## src/rtl/elevator_pkg.sv

```systemverilog
// Shared elevator definitions: controller status codes and default floor geometry.
package elevator_pkg;

  localparam int DEF_N_FLOORS = 8;
  localparam int DEF_FLOOR_W  = 3;

  typedef enum logic [3:0] {
    IDLE      = 4'd0,
    MOVE_UP   = 4'd1,
    MOVE_DOWN = 4'd2,
    OPEN_UP   = 4'd3,
    OPEN_DOWN = 4'd4,
    OPEN_IDLE = 4'd5,
    CLOSING   = 4'd6,
    OFF       = 4'd7
  } status_e;

endpackage

```

## src/rtl/call_request_latch_if.sv

```systemverilog
// Button/request bundle between the board, the request latch and the controller FSM.
interface call_request_latch_if
  import elevator_pkg::*;
#(
  parameter int N_FLOORS = DEF_N_FLOORS,
  parameter int FLOOR_W  = DEF_FLOOR_W
) ();

  logic                power;
  logic [N_FLOORS-1:0] upcall_raw;
  logic [N_FLOORS-1:0] downcall_raw;
  logic [N_FLOORS-1:0] floor_btn_raw;
  logic [FLOOR_W-1:0]  floor;
  logic [3:0]          status;
  logic [N_FLOORS-1:0] upcall;
  logic [N_FLOORS-1:0] downcall;
  logic [N_FLOORS-1:0] floor_btn;
  logic [N_FLOORS-1:0] led;
  logic                req_above;
  logic                req_below;
  logic                req_here;

  modport slave (
    input  power, upcall_raw, downcall_raw, floor_btn_raw, floor, status,
    output upcall, downcall, floor_btn, led, req_above, req_below, req_here
  );

  modport master (
    output power, upcall_raw, downcall_raw, floor_btn_raw, floor, status,
    input  upcall, downcall, floor_btn, led, req_above, req_below, req_here
  );

endinterface

```

## src/rtl/call_request_latch_btn_edge_sync.sv

```systemverilog
// Multi-flop synchronizer plus rising-edge detector for a vector of raw buttons.
module btn_edge_sync #(
  parameter int W           = 8,
  parameter int SYNC_STAGES = 2
) (
  input  logic         clk,
  input  logic         rst,
  input  logic [W-1:0] raw,
  output logic [W-1:0] pulse
);

  logic [W-1:0]         sync_q [SYNC_STAGES];
  logic [W-1:0]         sync_d [SYNC_STAGES];
  logic [W-1:0]         hist_q, hist_d;
  logic [SYNC_STAGES:0] arm_q, arm_d;

  // NOTE: every _d gets its value on every path so no latch is inferred.
  always_comb begin
    sync_d[0] = raw;
    for (int k = 1; k < SYNC_STAGES; k++) sync_d[k] = sync_q[k-1];
    hist_d = sync_q[SYNC_STAGES-1];
    arm_d  = {arm_q[SYNC_STAGES-1:0], 1'b1};
  end

  // NOTE: sequential state uses <= only, so all flops update from pre-edge values.
  always_ff @(posedge clk) begin
    if (!rst) begin
      for (int k = 0; k < SYNC_STAGES; k++) sync_q[k] <= '0;
      hist_q <= '0;
      arm_q  <= '0;
    end else begin
      sync_q <= sync_d;
      hist_q <= hist_d;
      arm_q  <= arm_d;
    end
  end

  // Presses are blanked until the chain refills after reset, so a held button cannot re-arm.
  assign pulse = sync_q[SYNC_STAGES-1] & ~hist_q & {W{arm_q[SYNC_STAGES]}};

endmodule

```

## src/rtl/call_request_latch.sv

```systemverilog
// Latches hall/cabin button presses into pending-request vectors, cleared as floors are served.
// Optional: define CALL_CANCEL_EN to let a repeat cabin press cancel that request.
module call_request_latch
  import elevator_pkg::*;
#(
  parameter int N_FLOORS    = DEF_N_FLOORS,
  parameter int FLOOR_W     = DEF_FLOOR_W,
  parameter int SYNC_STAGES = 2
) (
  input logic                 clk,
  input logic                 rst,
  call_request_latch_if.slave bus
);

  localparam logic [N_FLOORS-1:0] UP_MASK = {1'b0, {(N_FLOORS-1){1'b1}}};
  localparam logic [N_FLOORS-1:0] DN_MASK = {{(N_FLOORS-1){1'b1}}, 1'b0};

  logic [N_FLOORS-1:0] up_press, dn_press, fb_press;
  logic [N_FLOORS-1:0] upcall_q, upcall_d;
  logic [N_FLOORS-1:0] downcall_q, downcall_d;
  logic [N_FLOORS-1:0] floor_btn_q, floor_btn_d;
  logic [N_FLOORS-1:0] here_vec, above_vec, below_vec, pending;
  logic [N_FLOORS-1:0] clr_up, clr_dn, clr_fb, cancel_fb;
  logic                floor_ok;

  btn_edge_sync #(.W(N_FLOORS), .SYNC_STAGES(SYNC_STAGES)) u_up_sync (
    .clk(clk), .rst(rst), .raw(bus.upcall_raw), .pulse(up_press)
  );
  btn_edge_sync #(.W(N_FLOORS), .SYNC_STAGES(SYNC_STAGES)) u_dn_sync (
    .clk(clk), .rst(rst), .raw(bus.downcall_raw), .pulse(dn_press)
  );
  btn_edge_sync #(.W(N_FLOORS), .SYNC_STAGES(SYNC_STAGES)) u_fb_sync (
    .clk(clk), .rst(rst), .raw(bus.floor_btn_raw), .pulse(fb_press)
  );

  always_comb begin
    floor_ok = int'(bus.floor) < N_FLOORS;
    for (int i = 0; i < N_FLOORS; i++) begin
      here_vec[i]  = floor_ok && (i == int'(bus.floor));
      above_vec[i] = floor_ok && (i >  int'(bus.floor));
      below_vec[i] = floor_ok && (i <  int'(bus.floor));
    end
  end

  // Clears only fire on OPEN codes; unknown codes fall through to no clear.
  always_comb begin
    clr_up = '0;
    clr_dn = '0;
    clr_fb = '0;
    case (bus.status)
      OPEN_UP:   begin clr_fb = here_vec; clr_up = here_vec; end
      OPEN_DOWN: begin clr_fb = here_vec; clr_dn = here_vec; end
      OPEN_IDLE: begin clr_fb = here_vec; clr_up = here_vec; clr_dn = here_vec; end
      default:   ;
    endcase
  end

`ifdef CALL_CANCEL_EN
  assign cancel_fb = fb_press & floor_btn_q & ~here_vec;
`else
  assign cancel_fb = '0;
`endif

  always_comb begin
    upcall_d    = ((upcall_q | up_press) & UP_MASK) & ~clr_up;
    downcall_d  = ((downcall_q | dn_press) & DN_MASK) & ~clr_dn;
    floor_btn_d = ((floor_btn_q | fb_press) & ~cancel_fb) & ~clr_fb;
    if (!bus.power) begin
      upcall_d    = '0;
      downcall_d  = '0;
      floor_btn_d = '0;
    end
  end

  always_ff @(posedge clk) begin
    if (!rst) begin
      upcall_q    <= '0;
      downcall_q  <= '0;
      floor_btn_q <= '0;
    end else begin
      upcall_q    <= upcall_d;
      downcall_q  <= downcall_d;
      floor_btn_q <= floor_btn_d;
    end
  end

  assign pending       = upcall_q | downcall_q | floor_btn_q;
  assign bus.upcall    = upcall_q;
  assign bus.downcall  = downcall_q;
  assign bus.floor_btn = floor_btn_q;
  assign bus.led       = floor_btn_q;
  assign bus.req_above = |(pending & above_vec);
  assign bus.req_below = |(pending & below_vec);
  assign bus.req_here  = |(pending & here_vec);

endmodule

```

## src/flat_wrapper.sv

```systemverilog
// flat-port wrapper written by rule: the top's interface ports become plain ports
module call_request_latch_flat import elevator_pkg::*;
#(
  parameter int N_FLOORS    = DEF_N_FLOORS,
  parameter int FLOOR_W     = DEF_FLOOR_W,
  parameter int SYNC_STAGES = 2
)
  (clk, rst, bus_power, bus_upcall_raw, bus_downcall_raw, bus_floor_btn_raw, bus_floor, bus_status, bus_upcall, bus_downcall, bus_floor_btn, bus_led, bus_req_above, bus_req_below, bus_req_here);
  call_request_latch_if #(.N_FLOORS(N_FLOORS), .FLOOR_W(FLOOR_W)) bus_i ();
  input logic clk;
  input logic rst;
  input wire logic [$bits(bus_i.power)-1:0] bus_power;
  input wire logic [$bits(bus_i.upcall_raw)-1:0] bus_upcall_raw;
  input wire logic [$bits(bus_i.downcall_raw)-1:0] bus_downcall_raw;
  input wire logic [$bits(bus_i.floor_btn_raw)-1:0] bus_floor_btn_raw;
  input wire logic [$bits(bus_i.floor)-1:0] bus_floor;
  input wire logic [$bits(bus_i.status)-1:0] bus_status;
  output wire logic [$bits(bus_i.upcall)-1:0] bus_upcall;
  output wire logic [$bits(bus_i.downcall)-1:0] bus_downcall;
  output wire logic [$bits(bus_i.floor_btn)-1:0] bus_floor_btn;
  output wire logic [$bits(bus_i.led)-1:0] bus_led;
  output wire logic [$bits(bus_i.req_above)-1:0] bus_req_above;
  output wire logic [$bits(bus_i.req_below)-1:0] bus_req_below;
  output wire logic [$bits(bus_i.req_here)-1:0] bus_req_here;
  assign bus_i.power = bus_power;
  assign bus_i.upcall_raw = bus_upcall_raw;
  assign bus_i.downcall_raw = bus_downcall_raw;
  assign bus_i.floor_btn_raw = bus_floor_btn_raw;
  assign bus_i.floor = bus_floor;
  assign bus_i.status = bus_status;
  assign bus_upcall = bus_i.upcall;
  assign bus_downcall = bus_i.downcall;
  assign bus_floor_btn = bus_i.floor_btn;
  assign bus_led = bus_i.led;
  assign bus_req_above = bus_i.req_above;
  assign bus_req_below = bus_i.req_below;
  assign bus_req_here = bus_i.req_here;
  call_request_latch #(.N_FLOORS(N_FLOORS), .FLOOR_W(FLOOR_W), .SYNC_STAGES(SYNC_STAGES)) u_core (.clk(clk), .rst(rst), .bus(bus_i));
endmodule
```

## config.mk

```make
export PLATFORM = sky130hd
export DESIGN_NAME = call_request_latch_flat
export DESIGN_NICKNAME = d
export VERILOG_FILES = /design/src/rtl/elevator_pkg.sv /design/src/rtl/call_request_latch_if.sv /design/src/rtl/call_request_latch_btn_edge_sync.sv /design/src/rtl/call_request_latch.sv /design/src/flat_wrapper.sv
export SDC_FILE = /design/constraint.sdc
export NUM_CORES = 1
export LEC_CHECK = 0
export ABC_AREA = 1
export CAP_MARGIN = 10
export CORE_MARGIN = 5
export CORE_UTILIZATION = 56
export CTS_CLUSTER_DIAMETER = 150
export CTS_CLUSTER_SIZE = 12
export DETAILED_ROUTE_END_ITERATION = 12
export GPL_TIMING_DRIVEN = 1
export PLACE_DENSITY_LB_ADDON = 0.15
export SYNTH_ARGS = -nofsm -noshare
export SYNTH_HDL_FRONTEND = slang
export SYNTH_HIERARCHICAL = 1
export SYNTH_SLANG_ARGS = --single-unit
export TNS_END_PERCENT = 50
```

## constraint.sdc

```tcl
create_clock -name clk -period 2.4 [get_ports clk]
set_clock_uncertainty 0.15 [all_clocks]
set_input_delay 0.48 -clock clk [delete_from_list [all_inputs] [get_ports clk]]
set_output_delay 0.48 -clock clk [all_outputs]
set_load 0.03 [all_outputs]
```

; ---- Yosys cells after proc, flatten, opt, wreduce, memory -nomap -nowiden
; Cells that the tools add are included.
[totals]
reg_bits = 102
memories = 0
latchBits = 0
ram_bits = 0
mem_bits_ro = 0
word_cells = 79
in_bits = 34
[classes]
n_reduce_logical = 8
multipliers = 0
n_mux = 6
n_bitwise = 23
shifts = 0
div_mod_pow = 0
order_cmp = 14
n_eq_ne = 10
add_sub_neg = 0
[ops]
columns = op, n
row1 = $and A8 B8 Y8, 8
row2 = $not A8 Y8, 5
row3 = $or A8 B8 Y8, 4
row4 = $mux W8, 3
row5 = $reduce_or A8 Y1, 3
row6 = $and A7 B7 Y7, 2
row7 = $eq A3 B3 Y1 const A, 4
row8 = $gt A3 B3 Y1 const A, 4
row9 = $lt A3 B3 Y1 const A, 3
row10 = $and A7 B8 Y8, 1
row11 = $and A8 B7 Y8, 1
row12 = $eq A4 B3 Y1 const B, 2
row13 = $not A7 Y7, 1
row14 = $or A7 B7 Y7, 1
row15 = $eq A2 B3 Y1 const A, 2
row16 = $gt A2 B3 Y1 const A, 2
row17 = $lt A1 B3 Y1 const A, 2
row18 = $lt A2 B3 Y1 const A, 2
row19 = $eq A4 B2 Y1 const B, 1
row20 = $reduce_or A2 Y1, 2
row21 = $eq A1 B3 Y1 const A, 1
row22 = $gt A1 B3 Y1 const A, 1
row23 = $logic_not A3 Y1, 1
row24 = $mux W1, 3
row25 = 2 further kinds, 2

; ---- Longest topological paths before layout
[logic_depth]
ltp_word = 5
depth_mapped = 8

; ---- Modules after synthesis
; Netlist, hierarchy kept.
[modules_own_cells]
columns = module, area_each_um2, instances, cells_each
row1 = btn_edge_sync, 834.6, 3, 99
row2 = call_request_latch, 1312.5, 1, 206

; ---- Worst setup path after synthesis
; No wires, ideal clock.
[synth_path]
kind = input -> output
startpoint = in bus_floor[1]
endpoint = out bus_req_above
path_slack_ns = 0.542
n_path_buf = 1
path_stages = 8
arrival_time_ns = 1.228
required_time_ns = 1.770
path_cell_list = buf_6 > inv_2 > nand2_1 > nor2_2 > nand2_1 > nand2_1 > nor2_1 > nand2_1
[synth_between]
elab_chain_cells = 3
word_cells_on_any_way = 9
classes_between = order compare: 7 / bitwise: 1 / reduce/logical: 1
[synth_rtl]
columns = item, line
row1 = "start, declared", flat_wrapper.sv:16  ; input wire logic [$bits(bus_i.floor)-1:0] bus_floor;
row2 = "$gt A1 B3 Y1, or another cell as far along", call_request_latch.sv:40  ; above_vec[i] = floor_ok && (i > int'(bus.floor));
row3 = $and A8 B8 Y8 *, call_request_latch.sv:92  ; assign bus.req_above = |(pending & above_vec);
row4 = $reduce_or A8 Y1 *, call_request_latch.sv:92
row5 = "end, declared", flat_wrapper.sv:22  ; output wire logic [$bits(bus_i.req_above)-1:0] bus_req_above;
; Mark *: on every way between the ends. The rest lies on a longest branch, timed or not.

; ---- Final worst setup path
[layout_path]
startpoint = in bus_floor[2]
endpoint = out bus_req_here
[layout_between]
elab_chain_cells = 3
word_cells_on_any_way = 10
classes_between = eq/ne: 7 / bitwise: 1 / reduce/logical: 2
[layout_rtl]
columns = item, line
row1 = "$eq A2 B3 Y1, or another cell as far along", call_request_latch.sv:39  ; here_vec[i] = floor_ok && (i == int'(bus.floor));
row2 = $and A8 B8 Y8 *, call_request_latch.sv:94  ; assign bus.req_here = |(pending & here_vec);
row3 = $reduce_or A8 Y1 *, call_request_latch.sv:94
row4 = "end, declared", flat_wrapper.sv:24  ; output wire logic [$bits(bus_i.req_here)-1:0] bus_req_here;
; Marks and branches as above.

==> flow_results.org <==
** Run status
- Status :: finished, final reports clean

** Route
- First drt pass iteration count :: 4
- Post-detailed-route DRC marker count :: 0
- Dividing the detail-routed wire length by the instance count gives 11.1 um.
- After detailed routing, the total wire length is about 7.1 mm.
- Drt first-iter violations :: roughly 130
- Antenna viol nets, final :: 0
- Total number of vias :: 2834
- In the routed layout, each cell is associated on average with a via count of roughly 4.4.

** GRT
- Entering global routing, the biggest net connects 49 pins.
- The first global-routing pass estimated 12.0 mm of wire.
- Top Usage Layer GRT :: met2
- For this run, the total global-route usage over all layers was measured as 0.180.
- The via count of the first global-routing pass is roughly 2700.
- In the global route stage, met2 resource usage came out at 0.298.
- In the global route stage, met3 resource usage came out at 0.0558.
- Overflow left after global routing :: 0
- Number of antenna violations at the first check in global routing :: 0
- For this run, global-route usage on met1 was measured as 0.218.

** Power and ir drop
- Dividing total power by cell area gives a power density of 657 nW/um^2.
- Max VDD drop :: 0.000520 V
- Static leakage :: 2.55 nW
- Overall power consumption after layout is estimated at between 2 and 3 mW.

** Critical path
- Most common cell on crit path :: sky130_fd_sc_hd__nand2_1
- Cell chain of the critical path :: dlygate4sd2_1 -> buf_4 -> buf_4 -> nand2_4 -> nor2_4 -> nand2_1 -> nand2_1 -> nor2_1 -> nand2_1 -> buf_6
- R2r endpoint :: u_core/bus.floor_btn[7]
- On the critical path, the stage with the largest delay is an instance of sky130_fd_sc_hd__dlygate4sd2_1.
- Data on the critical path is required at its endpoint by about 1.8 ns.
- At the worst endpoint, the arrival time is 1.66 ns.
- In this run the register-to-register setup slack is 1.29 ns.
- For the worst flop-to-flop path, the logic depth is 4.
- The worst setup path is captured at an output pin.
- The setup path with the least slack is of type primary input to output pin.
- STA classifies the critical path startpoint as a primary input.
- Source of the worst register-to-register timing path :: u_core/u_fb_sync/arm_q[2]
- For this run, the slowest stage of the critical path takes between 0.2 and 0.3 ns.
- In this run the worst path has a maximum fanout of 8.

** Die
- Initial Util :: 0.573
- After floorplanning, the core was divided into 29 placement rows.
- Die width :: 90.6 um
- Die span in y :: roughly 91 um
- Core Area :: ~6300 um^2
- In this run the count of I/O pins placed on the die edge is slightly below 70.
- Area of the die :: around 8000 um^2

** Worst hold path
- Counting instances, the worst hold path has a depth of 2.
- The path with the worst hold slack has its endpoint at u_core/u_fb_sync/hist_d[4].
- The tightest min-delay check is of the flop to flop type.
- In this run the most critical hold path is launched from u_core/u_fb_sync/sync_d[4].

** Final layout
- Utilization of the core after routing :: 0.717
- Final-layout fill cell count :: between 500 and 600
- Antenna diode instance count :: 0
- Finished Cell Area :: ~4600 um^2
- Leaving out fill and tap cells, the most frequent cells in the layout are sky130_fd_sc_hd__nand2_1, sky130_fd_sc_hd__dfxtp_1, sky130_fd_sc_hd__inv_1, sky130_fd_sc_hd__clkdlybuf4s50_1, sky130_fd_sc_hd__nor2_1.
- Leaving out filler cells and counting taps, the final layout contains between 600 and 700.
- Synth-to-layout area growth :: 25.3%
- Multi-input gate area :: 1110 um^2
- After the last flow step, the layout net total stands at roughly 590.
- Leaving out fill and tap cells, the most frequent cell in the layout is sky130_fd_sc_hd__nand2_1.
- In the final layout, the share of cells above drive strength 1 is 0.110.
- Summing all flip-flop and latch instances after layout gives 1940 um^2.

** Logic synthesis
- The mapped netlist covers 3640 um^2.
- After synthesis, the mean cell area works out to around 7.6 um^2.
- During synthesis, Yosys emitted a total of 6 warnings.
- Synthesis produced a netlist whose cell count is roughly 480.

** Clock tree
- Total CTS buffers :: 9
- Clock H-tree levels :: 3
- Cts hold-fix bufs :: 0
- Master cell of the clock root buffer :: sky130_fd_sc_hd__clkbuf_8
- TritonCTS built the clock tree.
- Maximum root-to-sink buffer count :: 2
- CTS Sinks :: between 90 and 100
- Worst-skew pair later-pin latency :: between 0.3 and 0.4 ns
- Clock-pin slew was measured on the worst setup and hold paths at 0.09 ns.

** Placed design
- Routability-driven placement finished with a final weighted congestion of 0.866.
- Timing analysis after detailed placement gives a worst setup slack of -0.374 ns.
- Once placement completed, the tool counted placed cells totaling slightly above 600.
- The count of buffers added on input and output ports is 64.
- Summed over all nets, the half-perimeter wirelength after detailed placement is roughly 5.3 mm.
- Post-Place Cell Area :: about 4300 um^2

** STA
- Pins Over Slew Limit :: 0
- The total count of hold-check failures in the final report came to 0.
- Tcrit/Tclk final :: 0.954
- Post-route minimum period :: approximately 2.3 ns
- Setup_tns :: 0 ns
- Setup slack closes at about 0.11 ns.
- Setup violations remaining at the end of the flow were counted as 0.
- Unrepaired setup endpoints after global routing :: false
- Min Hold Slack :: roughly 0.27 ns
- Max Clock Freq :: roughly 0.44 GHz

** Flow run
- The tool flagged a number of max-cap violations equal to 0.
[registers in the layout (all words and copies together) (netlist names)]
register	count
u_core/u_dn_sync/arm_q	3
u_core/u_up_sync/arm_q	3
u_core/bus.downcall	7
u_core/u_up_sync/sync_d	7
u_core/u_fb_sync/sync_d	8
u_core/bus.floor_btn	8
u_core/u_fb_sync/hist_d	8
u_core/u_up_sync/hist_d	7
u_core/u_dn_sync/hist_q	7
u_core/u_fb_sync/hist_q	8
u_core/u_fb_sync/arm_q	3
u_core/u_dn_sync/hist_d	7
u_core/bus.upcall	7
u_core/u_up_sync/hist_q	7
u_core/u_dn_sync/sync_d	7
[critical path, delay by kind of cell]
kind,cells,cell delay (ns)
buf+inv,4,0.76
simple gates,6,0.41
[worst max-delay path by stage]
stage | startpoint | endpoint | slack [ns] | depth (start not counted)
6_report | bus_floor[2] | bus_req_here | 0.11 | 10
5_1_grt | bus_floor[0] | bus_req_here | 0.02 | 10
4_1_cts | bus_floor[2] | bus_req_here | 0.11 | 10
3_5_place_dp | bus_floor[2] | bus_req_above | -0.37 | 9
3_3_place_gp | bus_floor[2] | bus_req_above | -0.39 | 9
2_1_floorplan | bus_floor[1] | bus_req_above | 0.54 | 8
[area by class of cell]
type,count,share of cell area
Multi-Input combinational cell,262,0.244
Clock inverter,7,0.0192
Inverter,97,0.0799
Clock buffer,9,0.0272
Tap cell,77,0.0211
Timing Repair Buffer,90,0.183
Sequential cell,97,0.426
[routing by layer]
| metal | wire (um) | vias up | share of wire |
|---|---|---|---|
| met1 | 3200 | 1219 | 0.45 |
| li1 | - | 1526 | - |
| met2 | 3340 | 78 | 0.47 |
| met5 | 0 | - | 0 |
| met4 | 117 | 0 | 0.017 |
| met3 | 422 | 11 | 0.060 |
[power breakdown]
| group | total [mW] | switching (mW) | internal (mW) | leakage [nW] |
|---|---|---|---|---|
| Clock | 1.09 | 0.583 | 0.503 | 0.105 |
| Sequential | 1.68 | 0.0209 | 1.66 | 0.795 |
| Combinational | 0.222 | 0.117 | 0.106 | 1.65 |
| Total | 2.99 | 0.721 | 2.27 | 2.55 |
[what timing repair did]
action / in CTS / in global routing
setup buffers: 0 / 0
setup endpoints to repair: 3 / 1
gates resized for setup: 10 / 1
pin swaps: 2 / 0
Note: power is estimated with default switching activity, not from simulation.
==> patch 1: new RTL, same flow settings <==
The option `CALL_CANCEL_EN` is turned on by a define.
--- a/src/rtl/call_request_latch.sv
+++ b/src/rtl/call_request_latch.sv
@@ -1,4 +1,6 @@
 // Latches hall/cabin button presses into pending-request vectors, cleared as floors are served.
 // Optional: define CALL_CANCEL_EN to let a repeat cabin press cancel that request.
+`define CALL_CANCEL_EN
+
 module call_request_latch
   import elevator_pkg::*;
Function: changed (a bounded check fails within 10 cycles, from zero or initial values and one cycle with rst low).
==> patch 1 against the original RTL <==
- setup slack improved by 0.052 ns
- largest power group unchanged
- critical path depth is 1 lower
- sequential share of layout area up 0.22 points
- area after synthesis up 0.76%
- wire length grew 4.6%
- cell area shrank 0.52%
- critical endpoint unchanged
- sequential cell count is the same
- total power barely moved
==> patch 1: results (changes against the original RTL) <==
status: "finished clean"  # unchanged
cp_slowest_cell: "dlygate4sd2_1"  # unchanged
numCtsBuffers: 9  # unchanged
port_buffers: 64  # unchanged
nets: 594  # was 591
antenna_found_initial: 0  # unchanged
drt_pass1_iterations: 5  # was 4
placed_area_sq_um: 4300  # was 4330 sq um
power_frac_seq_pct: 56.3  # was 56.2%
path_clk_slew_ns: 0.09  # about the same
yosysWarningCount: 6  # unchanged
path_delay_family: "buffers and inverters"  # unchanged
track_usage_pct: 18.0  # about the same
dp_hpwl_mm: 5.39  # was 5.32 mm
routed_wl_mm: 7.40  # was 7.08 mm
area_delta_synth_final_pct: 23.7  # was 25.3%
fillers: 528  # was 531
leakagePower_nw: 2.52  # was 2.55 nW
place.gp.congestion: 0.889  # was 0.866
arrival_ns: 1.61  # was 1.66 ns
cts_root_buffer: "clkbuf_8"  # unchanged
irDropWorstVdd_uv: 563  # was 520 uV
met3_usage_pct: 5.33  # was 5.58%
p_sw_uw: 703  # was 721 uW
num_vias: 2966  # was 2834
r2r_slack_ns: 1.11  # was 1.29 ns
crit_path_max_incr_delay_ns: 0.36  # was 0.28 ns
netlist_instances: 490  # was 481
antennaDiodeCount: 0  # unchanged
place_worst_setup_slack_ns: -0.0671  # was -0.374 ns
post-route-min-period_ns: 2.24  # was 2.29 ns
crit_fanout: 6  # was 8
drive_above_1_share_pct: 9.73  # was 11.0%
slew_headroom_pct: 56.0
grt_max_degree: 76  # was 49
drt-initial-drc-count: 191  # was 126
grt_util_met1_pct: 22.6  # was 21.8%
placed_cells: 624  # was 623
grt_pass1_wl_mm: 12.0  # about the same
grt_pass1_vias: 2630  # was 2654
layout.cells.non_filler: 642  # was 639
cts_buffer_depth: 2  # unchanged
grt_util_met2_pct: 29.4  # was 29.8%
fin_hold_ws_ns: 0.266  # was 0.268 ns
## patch 1: cell types whose count changed in the layout (fill, tap and decap cells not counted), moves of 4 or more
cell	before	now
or2_2	1	5
nand2_1	157	151
a21oi_1	9	15
nor2_1	56	60
inv_1	95	91
nand3_1	5	15
## patch 1: layout make-up
| class | instances | share of cell area, % |
|---|---|---|
| clock buffers | 10 | 3.04 |
| repair buffers | 86 | 17.5 |
| inverters | 92 | 7.62 |
| clock inverters | 6 | 1.60 |
| multi-input cells | 274 | 25.2 |
| well taps | 77 | 2.13 |
| flip-flops and latches | 97 | 42.8 |
## patch 1: worst min-delay path, cell delays in order, from the launching register on
cell and delay, ns:
dfxtp_1 0.32, nand2_1 0.05, inv_1 0.04
## patch 1: worst paths after layout
check / start / endpoint / cells past startpoint
max: bus_floor[0] / bus_req_here / 9
min: u_core/u_fb_sync/sync_d[6] / u_core/u_fb_sync/hist_d[6] / 2
max reg2reg: u_core/u_fb_sync/arm_q[2] / u_core/bus.floor_btn[6] / 6
min reg2reg: u_core/u_fb_sync/sync_d[6] / u_core/u_fb_sync/hist_d[6] / 2
## patch 1: per-layer routing
metal | share of wire, % | up-vias | wire [um]
met5 | 0 | - | 0
met4 | 1.3 | 0 | 99
met3 | 6.3 | 8 | 469
met2 | 49 | 79 | 3610
met1 | 43 | 1322 | 3220
li1 | - | 1557 | -
## patch 1: what timing repair did
item | CTS | global route
setup buffers | 0 | 1
gates cloned | 0 | 1
setup endpoints to repair | 3 | 3
resized for setup | 4 | 1
## patch 1: power groups by stage
stage / combinational (mW) / sequential, mW / clock [mW]
6_report: 0.214 / 1.68 / 1.09
5_1_grt: 0.238 / 1.69 / 1.20
4_1_cts: 0.213 / 1.68 / 1.12
3_5_place_dp: 0.211 / 1.72 / 0
3_3_place_gp: 0.206 / 1.72 / 0
2_1_floorplan: 0.132 / 1.72 / 0
==> patch 2: new RTL, config.mk and constraints unchanged <==
Made on the original files. Make the reset (`rst`) asynchronous in 2 clocked blocks.
--- a/src/rtl/call_request_latch_btn_edge_sync.sv
+++ b/src/rtl/call_request_latch_btn_edge_sync.sv
@@ -24,5 +24,5 @@
 
   // NOTE: sequential state uses <= only, so all flops update from pre-edge values.
-  always_ff @(posedge clk) begin
+  always_ff @(posedge clk or negedge rst) begin
     if (!rst) begin
       for (int k = 0; k < SYNC_STAGES; k++) sync_q[k] <= '0;
--- a/src/rtl/call_request_latch.sv
+++ b/src/rtl/call_request_latch.sv
@@ -73,5 +73,5 @@
   end
 
-  always_ff @(posedge clk) begin
+  always_ff @(posedge clk or negedge rst) begin
     if (!rst) begin
       upcall_q    <= '0;
Behaviour: differs if rst is asserted again (counterexample within 10 cycles, from zero or initial values and one cycle with rst low); with rst held inactive, the same outputs for 10 cycles.
==> patch 2 against the original RTL <==
- area after synthesis is 7.0% lower
- final cell count down 25%
- via count fell by 17%
- worst hold slack got worse by 0.073 ns
- setup slack better by 0.053 ns
- cell area decreased by 2.5%
- wire length about the same
- utilization up 3.7 points
- critical path depth fell by 4
- total power grew 9.0%
- sequential cell count unchanged
- sequential power up 5%
- critical path type is now reg2out
- largest cell class unchanged
- largest power group unchanged
==> patch 2: results (changes against the original RTL) <==
place_worst_setup_slack_ns: -0.0764  # was -0.374 ns
power_frac_seq_pct: 53.9  # was 56.2%
status: "finished clean"  # unchanged
irDropWorstVdd_uv: 650  # was 520 uV
drive_above_1_share_pct: 15.9  # was 11.0%
powerSeq_mw: 1.76  # was 1.68 mW
arrival_ns: 1.61  # was 1.66 ns
final_common_cell: "dfrtp_1"  # was nand2_1
grt_max_degree: 65  # was 49
leakagePower_nw: 2.15  # was 2.55 nW
p_sw_uw: 876  # was 721 uW
fin_hold_ws_ns: 0.194  # was 0.268 ns
fillers: 416  # was 531
routed_wl_mm: 7.07  # was 7.08 mm
nets: 432  # was 591
layout.cells.non_filler: 478  # was 639
place.gp.congestion: 0.868  # was 0.866
r2r_slack_ns: 1.16  # was 1.29 ns
dp_hpwl_mm: 5.04  # was 5.32 mm
grt_pass1_vias: 2439  # was 2654
drt-initial-drc-count: 134  # was 126
hp-start: "u_core/u_up_sync/sync_d[1]"  # was u_core/u_fb_sync/sync_d[4]
viasPerCell: 4.91  # was 4.44
cp_slowest_cell: "dfrtp_1"  # was dlygate4sd2_1
grt_pass1_wl_mm: 11.7  # was 12.0 mm
post-route-min-period_ns: 2.24  # was 2.29 ns
==> patch 2: critical path, delay by kind of cell (launching register included) <==
| kind | cells | cell delay (ns) |
|---|---|---|
| flip-flops | 1 | 0.42 |
| buffers and inverters | 1 | 0.17 |
| AND/OR/NAND/NOR | 5 | 0.66 |
==> patch 2: per-layer routing <==
layer,vias to the layer above,routed length (um),GRT usage [%]
li1,1135,-,-
met1,1127,3000,27.2
met2,69,3510,32.9
met3,15,373,3.76
met4,0,194,10.9
met5,-,0,0
==> patch 2: what timing repair did <==
action / in CTS / in global routing
setup buffers: 0 / 2
endpoints found under the hold margin: 33 / 0
cloned: 0 / 2
endpoints found under the setup margin: 3 / 3
hold buffers: 1 / 0
gates resized for setup: 2 / 12
==> patch 2: layout make-up <==
type,instances,area [sq um],share of cell area (%)
multi-input combinational,179,782,17.6
clock inverter,7,85.1,1.92
inverter,19,71.3,1.61
timing repair buffer,92,858,19.3
tap,75,93.8,2.11
clock buffer,9,124,2.79
sequential,97,2430,54.6
